**src/rtl/conv_col_sequencer.sv**
```systemverilog
// Sequencer for the 3x3 column-shift convolution engine: kernel load, strip streaming
// with one zero flush column per strip, and result tagging.
module conv_col_sequencer #(
  parameter int unsigned COL_ADDR_LEN = 10,
  parameter int unsigned STRIP_LEN    = 8
) (
  input  logic                    CLK100MHZ,
  input  logic                    i_reset,
  input  logic                    i_load_kernel,
  input  logic                    i_start,
  input  logic [COL_ADDR_LEN-1:0] i_num_cols,
  input  logic [STRIP_LEN-1:0]    i_num_strips,
  input  logic                    i_hold,
  output logic                    o_mem_rd,
  output logic                    o_kernel_sel,
  output logic [COL_ADDR_LEN-1:0] o_col_addr,
  output logic [STRIP_LEN-1:0]    o_strip_addr,
  output logic                    o_conv_valid,
  output logic                    o_selecK_I,
  output logic                    o_zero_data,
  output logic                    o_out_valid,
  output logic [COL_ADDR_LEN-1:0] o_out_col,
  output logic [STRIP_LEN-1:0]    o_out_strip,
  output logic                    o_busy,
  output logic                    o_done,
  output logic                    o_err
);

  typedef enum logic [1:0] {StIdle, StKernel, StStream, StDrain} state_e;

  localparam logic [COL_ADDR_LEN-1:0] ColThree = COL_ADDR_LEN'(3);

  state_e state_q, state_d;
  logic [COL_ADDR_LEN-1:0] num_cols_q, num_cols_d, col_cnt_q, col_cnt_d;
  logic [STRIP_LEN-1:0]    num_strips_q, num_strips_d, strip_cnt_q, strip_cnt_d;
  logic [1:0]              kcnt_q, kcnt_d;
  // Slot stage (read issue) plus side-band needed to form the push one cycle later
  logic                    mem_rd_q, mem_rd_d, kernel_sel_q, kernel_sel_d;
  logic [COL_ADDR_LEN-1:0] col_addr_q, col_addr_d, slot_k_q, slot_k_d;
  logic [STRIP_LEN-1:0]    strip_addr_q, strip_addr_d, slot_strip_q, slot_strip_d;
  logic                    slot_vld_q, slot_vld_d, slot_flush_q, slot_flush_d;
  logic                    slot_kernel_q, slot_kernel_d;
  // Push stage
  logic                    conv_valid_q, conv_valid_d, selk_q, selk_d, zero_q, zero_d;
  logic [COL_ADDR_LEN-1:0] push_k_q, push_k_d;
  logic [STRIP_LEN-1:0]    push_strip_q, push_strip_d;
  // Result stage
  logic                    out_valid_q, out_valid_d;
  logic [COL_ADDR_LEN-1:0] out_col_q, out_col_d;
  logic [STRIP_LEN-1:0]    out_strip_q, out_strip_d;
  logic                    busy_q, busy_d, done_q, done_d, err_q, err_d;

  logic                    issue, iss_flush, iss_kernel;
  logic [COL_ADDR_LEN-1:0] iss_col;
  logic [STRIP_LEN-1:0]    iss_strip;

  // Next-state: FSM, slot issue, and the slot -> push -> result pipeline
  always_comb begin
    state_d      = state_q;
    num_cols_d   = num_cols_q;
    num_strips_d = num_strips_q;
    col_cnt_d    = col_cnt_q;
    strip_cnt_d  = strip_cnt_q;
    kcnt_d       = kcnt_q;
    done_d       = 1'b0;
    err_d        = 1'b0;
    issue        = 1'b0;
    iss_flush    = 1'b0;
    iss_kernel   = 1'b0;
    iss_col      = '0;
    iss_strip    = '0;

    unique case (state_q)
      StIdle: begin
        // Busy gating keeps the idle cycle right after a finished job non-accepting
        if (!busy_q) begin
          if (i_load_kernel) begin
            state_d = StKernel;
            kcnt_d  = 2'd0;
          end else if (i_start) begin
            if (i_num_cols >= ColThree && i_num_strips != '0) begin
              num_cols_d   = i_num_cols;
              num_strips_d = i_num_strips;
              col_cnt_d    = '0;
              strip_cnt_d  = '0;
              state_d      = StStream;
            end else begin
              err_d = 1'b1;
            end
          end
        end
      end
      StKernel: begin
        // Stay until the third push is being registered so busy covers it
        if (kcnt_q == 2'd3) begin
          state_d = StIdle;
        end else if (!i_hold) begin
          issue      = 1'b1;
          iss_kernel = 1'b1;
          iss_col    = COL_ADDR_LEN'(kcnt_q);
          kcnt_d     = kcnt_q + 2'd1;
        end
      end
      StStream: begin
        if (!i_hold) begin
          issue     = 1'b1;
          iss_col   = col_cnt_q;
          iss_strip = strip_cnt_q;
          if (col_cnt_q == num_cols_q) begin
            iss_flush = 1'b1;
            if (strip_cnt_q == num_strips_q - STRIP_LEN'(1)) begin
              state_d = StDrain;
            end else begin
              col_cnt_d   = '0;
              strip_cnt_d = strip_cnt_q + STRIP_LEN'(1);
            end
          end else begin
            col_cnt_d = col_cnt_q + COL_ADDR_LEN'(1);
          end
        end
      end
      StDrain: begin
        // Final result is the one with no push behind it
        if (out_valid_q && !conv_valid_q) begin
          done_d  = 1'b1;
          state_d = StIdle;
        end
      end
      default: state_d = StIdle;
    endcase

    mem_rd_d      = issue && !iss_flush;
    kernel_sel_d  = issue && iss_kernel;
    col_addr_d    = (issue && !iss_flush) ? iss_col : '0;
    strip_addr_d  = (issue && !iss_flush) ? iss_strip : '0;
    slot_vld_d    = issue;
    slot_flush_d  = issue && iss_flush;
    slot_kernel_d = issue && iss_kernel;
    slot_k_d      = issue ? iss_col : '0;
    slot_strip_d  = issue ? iss_strip : '0;

    conv_valid_d  = slot_vld_q;
    selk_d        = slot_vld_q && !slot_kernel_q;
    zero_d        = slot_vld_q && slot_flush_q;
    push_k_d      = slot_vld_q ? slot_k_q : '0;
    push_strip_d  = slot_vld_q ? slot_strip_q : '0;

    // Pushes 0..2 of a strip only refill the window, so they report nothing
    out_valid_d   = selk_q && (push_k_q >= ColThree);
    out_col_d     = out_valid_d ? (push_k_q - ColThree) : '0;
    out_strip_d   = out_valid_d ? push_strip_q : '0;

    busy_d        = (state_q != StIdle);
  end

  // State and registered outputs, synchronous reset cancels anything in flight
  always_ff @(posedge CLK100MHZ) begin
    if (i_reset) begin
      state_q      <= StIdle;
      num_cols_q   <= '0;
      num_strips_q <= '0;
      col_cnt_q    <= '0;
      strip_cnt_q  <= '0;
      kcnt_q       <= 2'd0;
      mem_rd_q     <= 1'b0;
      kernel_sel_q <= 1'b0;
      col_addr_q   <= '0;
      strip_addr_q <= '0;
      slot_vld_q   <= 1'b0;
      slot_flush_q <= 1'b0;
      slot_kernel_q <= 1'b0;
      slot_k_q     <= '0;
      slot_strip_q <= '0;
      conv_valid_q <= 1'b0;
      selk_q       <= 1'b0;
      zero_q       <= 1'b0;
      push_k_q     <= '0;
      push_strip_q <= '0;
      out_valid_q  <= 1'b0;
      out_col_q    <= '0;
      out_strip_q  <= '0;
      busy_q       <= 1'b0;
      done_q       <= 1'b0;
      err_q        <= 1'b0;
    end else begin
      state_q      <= state_d;
      num_cols_q   <= num_cols_d;
      num_strips_q <= num_strips_d;
      col_cnt_q    <= col_cnt_d;
      strip_cnt_q  <= strip_cnt_d;
      kcnt_q       <= kcnt_d;
      mem_rd_q     <= mem_rd_d;
      kernel_sel_q <= kernel_sel_d;
      col_addr_q   <= col_addr_d;
      strip_addr_q <= strip_addr_d;
      slot_vld_q   <= slot_vld_d;
      slot_flush_q <= slot_flush_d;
      slot_kernel_q <= slot_kernel_d;
      slot_k_q     <= slot_k_d;
      slot_strip_q <= slot_strip_d;
      conv_valid_q <= conv_valid_d;
      selk_q       <= selk_d;
      zero_q       <= zero_d;
      push_k_q     <= push_k_d;
      push_strip_q <= push_strip_d;
      out_valid_q  <= out_valid_d;
      out_col_q    <= out_col_d;
      out_strip_q  <= out_strip_d;
      busy_q       <= busy_d;
      done_q       <= done_d;
      err_q        <= err_d;
    end
  end

  assign o_mem_rd     = mem_rd_q;
  assign o_kernel_sel = kernel_sel_q;
  assign o_col_addr   = col_addr_q;
  assign o_strip_addr = strip_addr_q;
  assign o_conv_valid = conv_valid_q;
  assign o_selecK_I   = selk_q;
  assign o_zero_data  = zero_q;
  assign o_out_valid  = out_valid_q;
  assign o_out_col    = out_col_q;
  assign o_out_strip  = out_strip_q;
  assign o_busy       = busy_q;
  assign o_done       = done_q;
  assign o_err        = err_q;

endmodule

```
**config.mk**
```make
export PLATFORM = sky130hd
export DESIGN_NAME = conv_col_sequencer
export DESIGN_NICKNAME = d
export VERILOG_FILES = /design/src/rtl/conv_col_sequencer.sv
export SDC_FILE = /design/constraint.sdc
export NUM_CORES = 1
export LEC_CHECK = 0
export CAP_MARGIN = 20
export CORE_AREA = 2 2 97 99
export CTS_BUF_LIST = sky130_fd_sc_hd__clkbuf_8 sky130_fd_sc_hd__clkbuf_16
export DETAILED_ROUTE_END_ITERATION = 10
export DIE_AREA = 0 0 99 101
export PLACE_DENSITY = 0.77
export REMOVE_ABC_BUFFERS = 1
export SYNTH_ARGS = -nofsm -noshare
export SYNTH_HDL_FRONTEND = slang
export SYNTH_SLANG_ARGS = --single-unit
```
**constraint.sdc**
```tcl
create_clock -name CLK100MHZ -period 3.5 [get_ports CLK100MHZ]
set_input_delay 1.05 -clock CLK100MHZ [delete_from_list [all_inputs] [get_ports CLK100MHZ]]
set_output_delay 1.05 -clock CLK100MHZ [all_outputs]
set_load 0.01 [all_outputs]
```
==> impl_metrics.tcl, run 1 <==
set metrics [dict create \
    cap_violations 0 \
    status "complete, no violations" \
    p_sw_mw 1.038 \
    endpoint_kind "register" \
    tritoncts "built" \
    ant_nets 0 \
    grt.total_usage_pct 18.99 \
    initial_core_util_pct 52.25 \
    wl_met3_um 486 \
    reg2reg_depth 9 \
    synth-edff-count 0 \
    num_rows 35 \
    startpoint_type "input pin" \
    antenna_found_initial 0 \
    cts_buffers 17 \
    grt_start_max_net_pins 34 \
    worst_pin_slew_ns 0.9307 \
    ios 68 \
    first_iter_violations 137 \
    cts_max_level 4 \
    synth_seq_cells 123 \
    die-area_sq_um 9999 \
    clock_sinks 123 \
    seqPwrFrac_pct 38.9 \
    routed-wl-met2_um 4162 \
    crit_type "in -> reg" \
    seq_area_frac_synth_pct 52.49 \
    coreArea_sq_um 8977 \
    synth_top_area_cell "dfxtp_1" \
    clkLatencyLatePin_ns 0.51 \
    cts_buffer_depth 2 \
    layout.nets 575 \
    critPathMaxFanout 10 \
    avgViaCountPerCell 5.144 \
    post-route-util_pct 67.58 \
    fin_crit_sh_pct 82.55 \
    cp.required_ns 3.94 \
    postCtsSetupRepairBufs 0 \
    route.detailed.drc 0 \
    power_frac_clock_pct 44.3 \
    worstHoldPathCells 1 \
    final-setup-viol-count 0 \
    fmax_ghz 0.3461 \
    grt_first_pass_wirelength_um 14970 \
    fin_crit_ns 2.889 \
    synth.distinct_cells 55 \
    dpl.hpwl_um 6259 \
    yosysTopAreaCellShare_pct 52.49 \
    grt_overflow_total 0 \
    leakage_nw 2.547 \
    rsz0062_at_grt "false" \
    wirelength_um 8585 \
    met1_length_um 3773 \
    synthTopCellsByArea "dfxtp_1 (52%), and2_1 (7.1%), xnor2_1 (4.3%)" \
    synthCells 468 \
    hold_viol 0 \
    synth_common_cells "dfxtp_1 (123), and2_1 (53), nor2_1 (49), xnor2_1 (23), and3_1 (20)" \
    dpl.cell_count 635 \
    hp-class "reg -> reg" \
    cts_root_buffer "clkbuf_8" \
    drt_pass1_iterations 4 \
    grt_pass1_vias 3173 \
    switching_share_pct 26.70 \
    gp_congestion 0.9084 \
    num_vias 3431 \
    arrival_ns 3.33 \
    synth.most_common_cell "dfxtp_1" \
    irDropWorstVdd_uv 416.5 \
    wl_per_cell_um 12.87 \
    yosysWarnings 0 \
    async_flop_share_pct 0 \
    power_density_nw_per_um2 640.8 \
    combPwrFrac_pct 16.8 \
    holdBufCountCts 0 \
    finalNonFillerCells 667 \
    area_growth_pct 29.34 \
    io_buffers 67 \
    die_width_um 99 \
    ys.flop_type "dfxtp_1" \
    n_antenna_cell 0 \
    synth.cell_area_sq_um 4691 \
    slew_violations 0 \
    highest_layer "met4" \
    path_clk_slew_ns 0.06 \
    max_slew_margin_pct 37.83 \
    p_int_mw 2.850 \
    cts_resized 0 \
    finalPower_mw 3.888 \
    finClkSkew_ns 0.006329 \
    syn_avg_cell_area_sq_um 10.02 \
    drive_gt1_share_pct 9.353 \
    chipHeight_um 101 \
]
## cell families after synthesis
group                      count (synthesis)  synth area share, %
AOI/OAI and AO/OA                         51                7.336
adders and majority gates                  9                2.401
buffers and inverters                     31                2.934
xor gates and xnor gates                  34                6.348
and+or+nand+nor                          200                24.19
DFF                                      123                52.49
muxes                                     20                4.294
## state kept, by name, indices dropped and copies added (netlist names), 8 cells and up
register / cells
col_cnt_q: 10
o_out_col: 10
o_col_addr: 10
o_out_strip: 8
push_k_q: 10
o_strip_addr: 8
slot_strip_q: 8
slot_k_q: 10
num_cols_q: 10
strip_cnt_q: 8
num_strips_q: 8
push_strip_q: 8
## worst max-delay path, cell delays in order
cell and delay [ns]:
clkdlybuf4s50_1 0.46, nor4bb_1 0.39, nand3_1 0.14, and2_1 0.20, a311o_1 0.40, buf_4 0.19, or3_1 0.34, a21oi_1 0.15
## cell usage in the layout, fill, tap and decap left out, types with 7 or more instances in the layout
cell type        instances
buf_4                    9
a21oi_1                 18
mux2i_1                 19
nor2_1                  49
xor2_1                  11
nor2b_1                  7
clkbuf_16               16
ha_1                     9
and2_1                  53
nand2_1                 15
nand4_1                  8
dfxtp_1                123
clkdlybuf4s50_1         67
xnor2_1                 23
inv_1                   11
and3_1                  20
nand3_1                 10
## final timing paths
kind                        start               to  slack [ns]
hold / removal    slot_strip_q[7]  push_strip_q[7]        0.42
setup / recovery    i_load_kernel     col_cnt_q[4]        0.61
setup reg to reg  num_strips_q[2]     col_cnt_q[4]        0.80
hold reg to reg   slot_strip_q[7]  push_strip_q[7]        0.42
## per-layer routing
metal | up-vias | track usage, %
li1 | 1745 | -
met1 | 1573 | 22.79
met2 | 98 | 31.65
met3 | 15 | 5.409
met4 | 0 | 8.641
met5 | - | 0
## metrics by stage
| stage | setup TNS, ns | setup slack [ns] | cell area, sq um | hold WS, ns |
|---|---|---|---|---|
| finish | 0 | 0.6108 | 6067 | 0.4199 |
| global route | 0 | 0.4393 | 6067 | 0.4346 |
| CTS | 0 | 0.6372 | 6067 | 0.4230 |
| detailed placement | 0 | 0.1110 | 5472 | 0.4097 |
| global placement | 0 | 0.1772 | 5472 | 0.4103 |
| floorplan | -0.7756 | -0.2132 | 4594 | 0.4057 |
## final cells by class
cell class	instances	area (sq um)
Fill cell	687	2910
Sequential cell	123	2462
Multi-Input combinational cell	314	2091
Timing Repair Buffer	76	738.2
Clock buffer	18	427.9
Clock inverter	14	167.7
Tap cell	111	138.9
Inverter	11	41.29
## power groups by stage
stage          combinational (mW)  clock, mW  sequential, mW
2_1_floorplan               0.458          0            1.53
4_1_cts                     0.655       1.75            1.51
6_report                    0.654       1.72            1.51
3_5_place_dp                0.646          0            1.54
5_1_grt                     0.729       1.82            1.52
3_3_place_gp                0.625          0            1.54
Power figures use the tool's default switching activity.
==> run 2, diff against run 1 <==
==> constraint.sdc (replaced) <==
create_clock -name CLK100MHZ -period 2.77 [get_ports CLK100MHZ]
set_input_delay 0.831 -clock CLK100MHZ [delete_from_list [all_inputs] [get_ports CLK100MHZ]]
set_output_delay 0.831 -clock CLK100MHZ [all_outputs]
set_load 0.01 [all_outputs]
==> run 2 against run 1 <==
Effect of this change:
- sequential share of layout area shrank 1.1 points
- combinational power grew 43%
- clock power grew 28%
- wire length grew 7.4%
- clock skew is essentially flat
- via count grew 2.8%
- sequential cell count is the same
- die area is the same
- first-iteration DRC count grew 3.6%
- critical path depth grew 2
- design area grew 2.9%
- register-to-register slack lost 0.65 ns
- largest cell class unchanged
==> impl_metrics.tcl, run 2 (synthesis results as in run 1) <==
set metrics [dict create \
    timing.rr.start "num_strips_q[0]" \
    power_frac_clock_pct 43.7 \
    finClkSkew_ns 0.006253 \
    power_density_nw_per_um2 807.9 \
    cts_buffers 17 \
    critPathMaxFanout 10 \
    n_antenna_cell 0 \
    holdBufCountCts 0 \
    arrival_ns 3.05 \
    first_iter_violations 142 \
    status "complete, no violations" \
    mostFrequentLayoutCells "dfxtp_1 (122), clkdlybuf4s50_1 (67), and2_1 (53)" \
    io_buffers 67 \
    fill_cells 669 \
    slew_violations 0 \
    fin_crit_sh_pct 94.63 \
    seqPwrFrac_pct 37.8 \
    reg2reg_depth 10 \
    die-area_sq_um 9999 \
    irDropWorstVdd_uv 519.1 \
    startpoint "num_strips_q[0]" \
    endpoint "col_cnt_q[6]" \
    clock_sinks 123 \
    final-setup-viol-count 0 \
    route.detailed.drc 0 \
    cp.required_ns 3.20 \
    antenna_found_initial 0 \
    coreArea_sq_um 8977 \
    hp-class "reg -> reg" \
    max_slew_margin_pct 41.42 \
    num_vias 3527 \
    grt_pass1_vias 3448 \
    finalPower_mw 5.043 \
    grt_overflow_total 0 \
    fin_crit_ns 2.621 \
    dp_slack_ns -0.4035 \
    ios 68 \
    layout.nets 593 \
    crit_type "reg -> reg" \
    num_rows 35 \
    p_sw_mw 1.347 \
    fin_setup_tns_ns 0 \
    cts_root_buffer "clkbuf_8" \
    drt_pass1_iterations 4 \
    switching_share_pct 26.70 \
    holdWs_ns 0.4179 \
    startpoint_type "register" \
    avgViaCountPerCell 5.149 \
    rr_endpoint "col_cnt_q[6]" \
    die_width_um 99 \
    fin_ws_ns 0.1489 \
    clkLatencyLatePin_ns 0.50 \
    dpl.hpwl_um 6591 \
    hold_viol 0 \
    layout_commonest_cell "dfxtp_1" \
    ant_nets 0 \
    wl_per_cell_um 13.46 \
    cts_max_level 4 \
    gp_congestion 0.8182 \
    initial_core_util_pct 52.25 \
    tritoncts "built" \
    rsz0062_at_grt "false" \
    leakage_nw 2.635 \
    chipHeight_um 101 \
    cts_buffer_depth 2 \
    combPwrFrac_pct 18.5 \
    fmax_ghz 0.3815 \
    grt_start_max_net_pins 27 \
    endpoint_kind "register" \
    grt.total_usage_pct 19.60 \
    worst_pin_slew_ns 0.8769 \
    wirelength_um 9217 \
    area_growth_pct 33.08 \
    cap_violations 0 \
    path_clk_slew_ns 0.06 \
    p_int_mw 3.697 \
    drive_gt1_share_pct 12.89 \
    worstHoldPathCells 1 \
    grt_first_pass_wirelength_um 15460 \
    reg2reg_setup_slack_ns 0.15 \
]
run 2: stage by stage:
| step | cell area (sq um) | utilization, % | std cells |
|---|---|---|---|
| finish | 6242 | 69.53 | 685 |
| global route | 6242 | 69.53 | 685 |
| CTS | 6213 | 69.21 | 685 |
| detailed placement | 5607 | 62.45 | 653 |
| global placement | 5607 | 62.45 | 653 |
| floorplan | 4594 | - | 448 |
run 2: area by class of cell:
cell class,count,area (sq um),area share (%)
tap,111,138.9,2.225
sequential,123,2464,39.47
clock buffer,19,441.7,7.076
clock inverter,13,165.2,2.646
multi-input combinational,314,2118,33.93
inverter,11,41.29,0.6615
timing repair buffer,94,873.3,13.99
run 2: per-layer routing:
layer | share of wire (%) | global-route usage, %
met5 | 0 | 0
met4 | 1.8 | 8.114
met3 | 5.4 | 5.964
met2 | 50 | 34.20
met1 | 43 | 22.36
run 2: timing repair:
action,CTS,global route
setup buffers,0,0
setup endpoints to repair,0,8
gates resized for setup,0,5
run 2: critical path, stage by stage, from the launching register on:
cell     delay (ns)
dfxtp_1        0.31
buf_4          0.15
or2_4          0.27
nor4_4         0.14
xnor2_1        0.20
nor4_4         0.10
and3_1         0.20
a311o_1        0.44
buf_4          0.20
or3_1          0.36
a21oi_1        0.16
run 2: worst min path at each step:
stage,startpoint,to,slack [ns]
2_1_floorplan,push_strip_q[0],o_out_strip[0],0.41
3_3_place_gp,slot_strip_q[7],push_strip_q[7],0.41
3_5_place_dp,push_strip_q[5],o_out_strip[5],0.41
4_1_cts,slot_strip_q[7],push_strip_q[7],0.42
5_1_grt,push_strip_q[0],o_out_strip[0],0.43
6_report,slot_k_q[1],push_k_q[1],0.42
run 2: power groups by stage:
| stage | combinational [mW] | clock (mW) | sequential [mW] |
|---|---|---|---|
| 2_1_floorplan | 0.579 | 0 | 1.93 |
| 3_3_place_gp | 0.869 | 0 | 1.94 |
| 3_5_place_dp | 0.899 | 0 | 1.94 |
| 4_1_cts | 0.910 | 2.23 | 1.90 |
| 5_1_grt | 1.02 | 2.33 | 1.91 |
| 6_report | 0.932 | 2.21 | 1.91 |
==> run 3, diff against run 2 <==
--- a/config.mk
+++ b/config.mk
@@ -6,11 +6,10 @@
 export NUM_CORES = 1
 export LEC_CHECK = 0
 export CAP_MARGIN = 20
-export CORE_AREA = 2 2 97 99
+export CORE_AREA = 2 2 113 115
 export CTS_BUF_LIST = sky130_fd_sc_hd__clkbuf_8 sky130_fd_sc_hd__clkbuf_16
 export DETAILED_ROUTE_END_ITERATION = 10
-export DIE_AREA = 0 0 99 101
-export PLACE_DENSITY = 0.77
+export DIE_AREA = 0 0 115 117
 export REMOVE_ABC_BUFFERS = 1
 export SYNTH_ARGS = -nofsm -noshare
 export SYNTH_HDL_FRONTEND = slang
==> run 3 against run 2 <==
Effect of this change:
- worst hold slack worse by 0.0013 ns
- clock power fell by 2%
- maximum frequency is 2.2% lower
==> impl_metrics.tcl, run 3 (synthesis results as in run 1) <==
set metrics [dict create \
    gp_congestion 0.8481 \
    grt_pass1_vias 3445 \
    crit_type "in -> reg" \
    cts_max_level 4 \
    die-area_sq_um 13460 \
    hold_viol 0 \
    first_iter_violations 162 \
    finClkSkew_ns 0.006559 \
    critPathMaxFanout 4 \
    p_sw_mw 1.307 \
    final-setup-viol-count 0 \
    hp-start "slot_strip_q[2]" \
    n_antenna_cell 0 \
    cpMaxStageDelayCell "or4_1" \
    cp.required_ns 3.12 \
    chipHeight_um 117 \
    seqPwrFrac_pct 38.1 \
    fin_ws_ns 0.08985 \
    grt_overflow_total 0 \
    startpoint_type "input pin" \
    seqCellArea_sq_um 2462 \
    layout.nets 600 \
    worstHoldPathCells 1 \
    cts_buffer_depth 2 \
    status "complete, no violations" \
    grt_start_max_net_pins 26 \
    ios 68 \
    num_rows 41 \
    path_clk_slew_ns 0.05 \
    drive_gt1_share_pct 13.94 \
    avgViaCountPerCell 4.676 \
    arrival_ns 3.03 \
    initial_core_util_pct 38.10 \
    wirelength_um 9327 \
    hp-class "reg -> reg" \
    combPwrFrac_pct 18.6 \
    postCtsSetupRepairBufs 0 \
    dpl.cell_count 699 \
    dpl_cell_area_sq_um 5708 \
    grt_first_pass_wirelength_um 15770 \
    dpl.hpwl_um 6932 \
    cap_violations 0 \
    max_slew_margin_pct 42.09 \
    ant_nets 0 \
    rr_endpoint "col_cnt_q[2]" \
    crit_path_frequent_cell "nand2_1" \
    cts_buffers 17 \
    leakage_nw 2.699 \
    fin_crit_sh_pct 96.76 \
    antenna_found_initial 0 \
    drt_pass1_iterations 4 \
    finalNonFillerCells 731 \
    holdPathEnd "push_strip_q[2]" \
    die_width_um 115 \
    wl_per_cell_um 12.76 \
    reg2reg_depth 11 \
    holdWs_ns 0.4167 \
    multiInputGateArea_sq_um 2151 \
    area_growth_pct 35.69 \
    route.detailed.drc 0 \
    io_buffers 67 \
    fill_cells 1178 \
    worst_pin_slew_ns 0.8669 \
    post-route-util_pct 51.70 \
    clock_sinks 123 \
    holdBufCountCts 0 \
    dp_slack_ns -0.4454 \
    switching_share_pct 26.09 \
    tritoncts "built" \
    timing.rr.start "num_strips_q[1]" \
    cts_root_buffer "clkbuf_16" \
    fin_setup_tns_ns 0 \
    finalPower_mw 5.011 \
    fin_crit_ns 2.680 \
    fmax_ghz 0.3731 \
    grt.total_usage_pct 15.11 \
    coreArea_sq_um 12310 \
    reg2reg_setup_slack_ns 0.18 \
    irDropWorstVdd_uv 388.3 \
    layout_commonest_cell "dfxtp_1" \
    endpoint_kind "register" \
    p_int_mw 3.704 \
    power_density_nw_per_um2 787.3 \
    design_area_sq_um 6365 \
    power_frac_clock_pct 43.3 \
    max_stage_delay_ns 0.54 \
    slew_violations 0 \
    num_vias 3418 \
    clkLatencyLatePin_ns 0.40 \
    mostFrequentLayoutCells "dfxtp_1 (123), clkdlybuf4s50_1 (66), and2_1 (52)" \
    path_cells "clkdlybuf4s50_1 -> nor4_4 -> buf_4 -> nand2_1 -> nand3_1 -> and2_4 -> a311oi_4 -> or2_1 -> or4_1 -> nand2_1" \
]
[run 3: changes by cell type in the layout (fill, tap and decap cells not counted), moves of 2 or more]
cell,previous run,this run
nor4_1,5,3
clkinvlp_4,4,2
inv_1,10,12
clkinv_2,2,5
buf_4,27,34
clkbuf_8,3,1
inv_6,2,0
[run 3: worst max path at each step]
stage                     from      endpoint  slack, ns  cells past startpoint
3_5_place_dp   i_num_strips[4]  col_cnt_q[8]      -0.45                     10
6_report       i_num_strips[5]  col_cnt_q[8]       0.09                     10
5_1_grt        num_strips_q[3]  col_cnt_q[4]     -0.009                      9
3_3_place_gp   i_num_strips[4]  col_cnt_q[8]      -0.38                     10
4_1_cts                i_start  col_cnt_q[2]     0.0005                      8
2_1_floorplan    i_load_kernel  col_cnt_q[3]      -0.72                      6
[run 3: cell type report]
| class | count | area share [%] |
|---|---|---|
| Sequential cell | 123 | 38.69 |
| Clock buffer | 18 | 6.900 |
| Tap cell | 150 | 2.949 |
| Timing Repair Buffer | 101 | 14.59 |
| Multi-Input combinational cell | 314 | 33.79 |
| Inverter | 11 | 0.6487 |
| Clock inverter | 14 | 2.438 |
[run 3: what timing repair did]
item	4_1_cts	5_1_grt
setup endpoints to repair	2	12
endpoints found under the hold margin	0	0
gates resized for setup	2	9
pin swaps	0	2
[run 3: power groups by stage]
stage               logic [mW]  clock network (mW)  registers, mW
floorplan                0.579                   0           1.93
global placement         0.872                   0           1.94
detailed placement       0.900                   0           1.94
CTS                      0.908                2.22           1.90
global route              1.04                2.30           1.92
finish                   0.934                2.17           1.91
[run 3: critical path: cells and delay by family]
kind                   cells  cell delay (ns)
AOI/OAI and AO/OA          1             0.05
and+or+nand+nor            7             1.54
buffers and inverters      2             0.61
[run 3: layer usage]
metal / vias to the layer above / routed length (um) / track usage, % / share of wire, %
li1: 1787 / - / - / -
met5: - / 0 / 0 / 0
met3: 12 / 416 / 4.274 / 4.5
met2: 74 / 4497 / 26.04 / 48
met1: 1545 / 4253 / 17.60 / 46
met4: 0 / 159 / 6.747 / 1.7
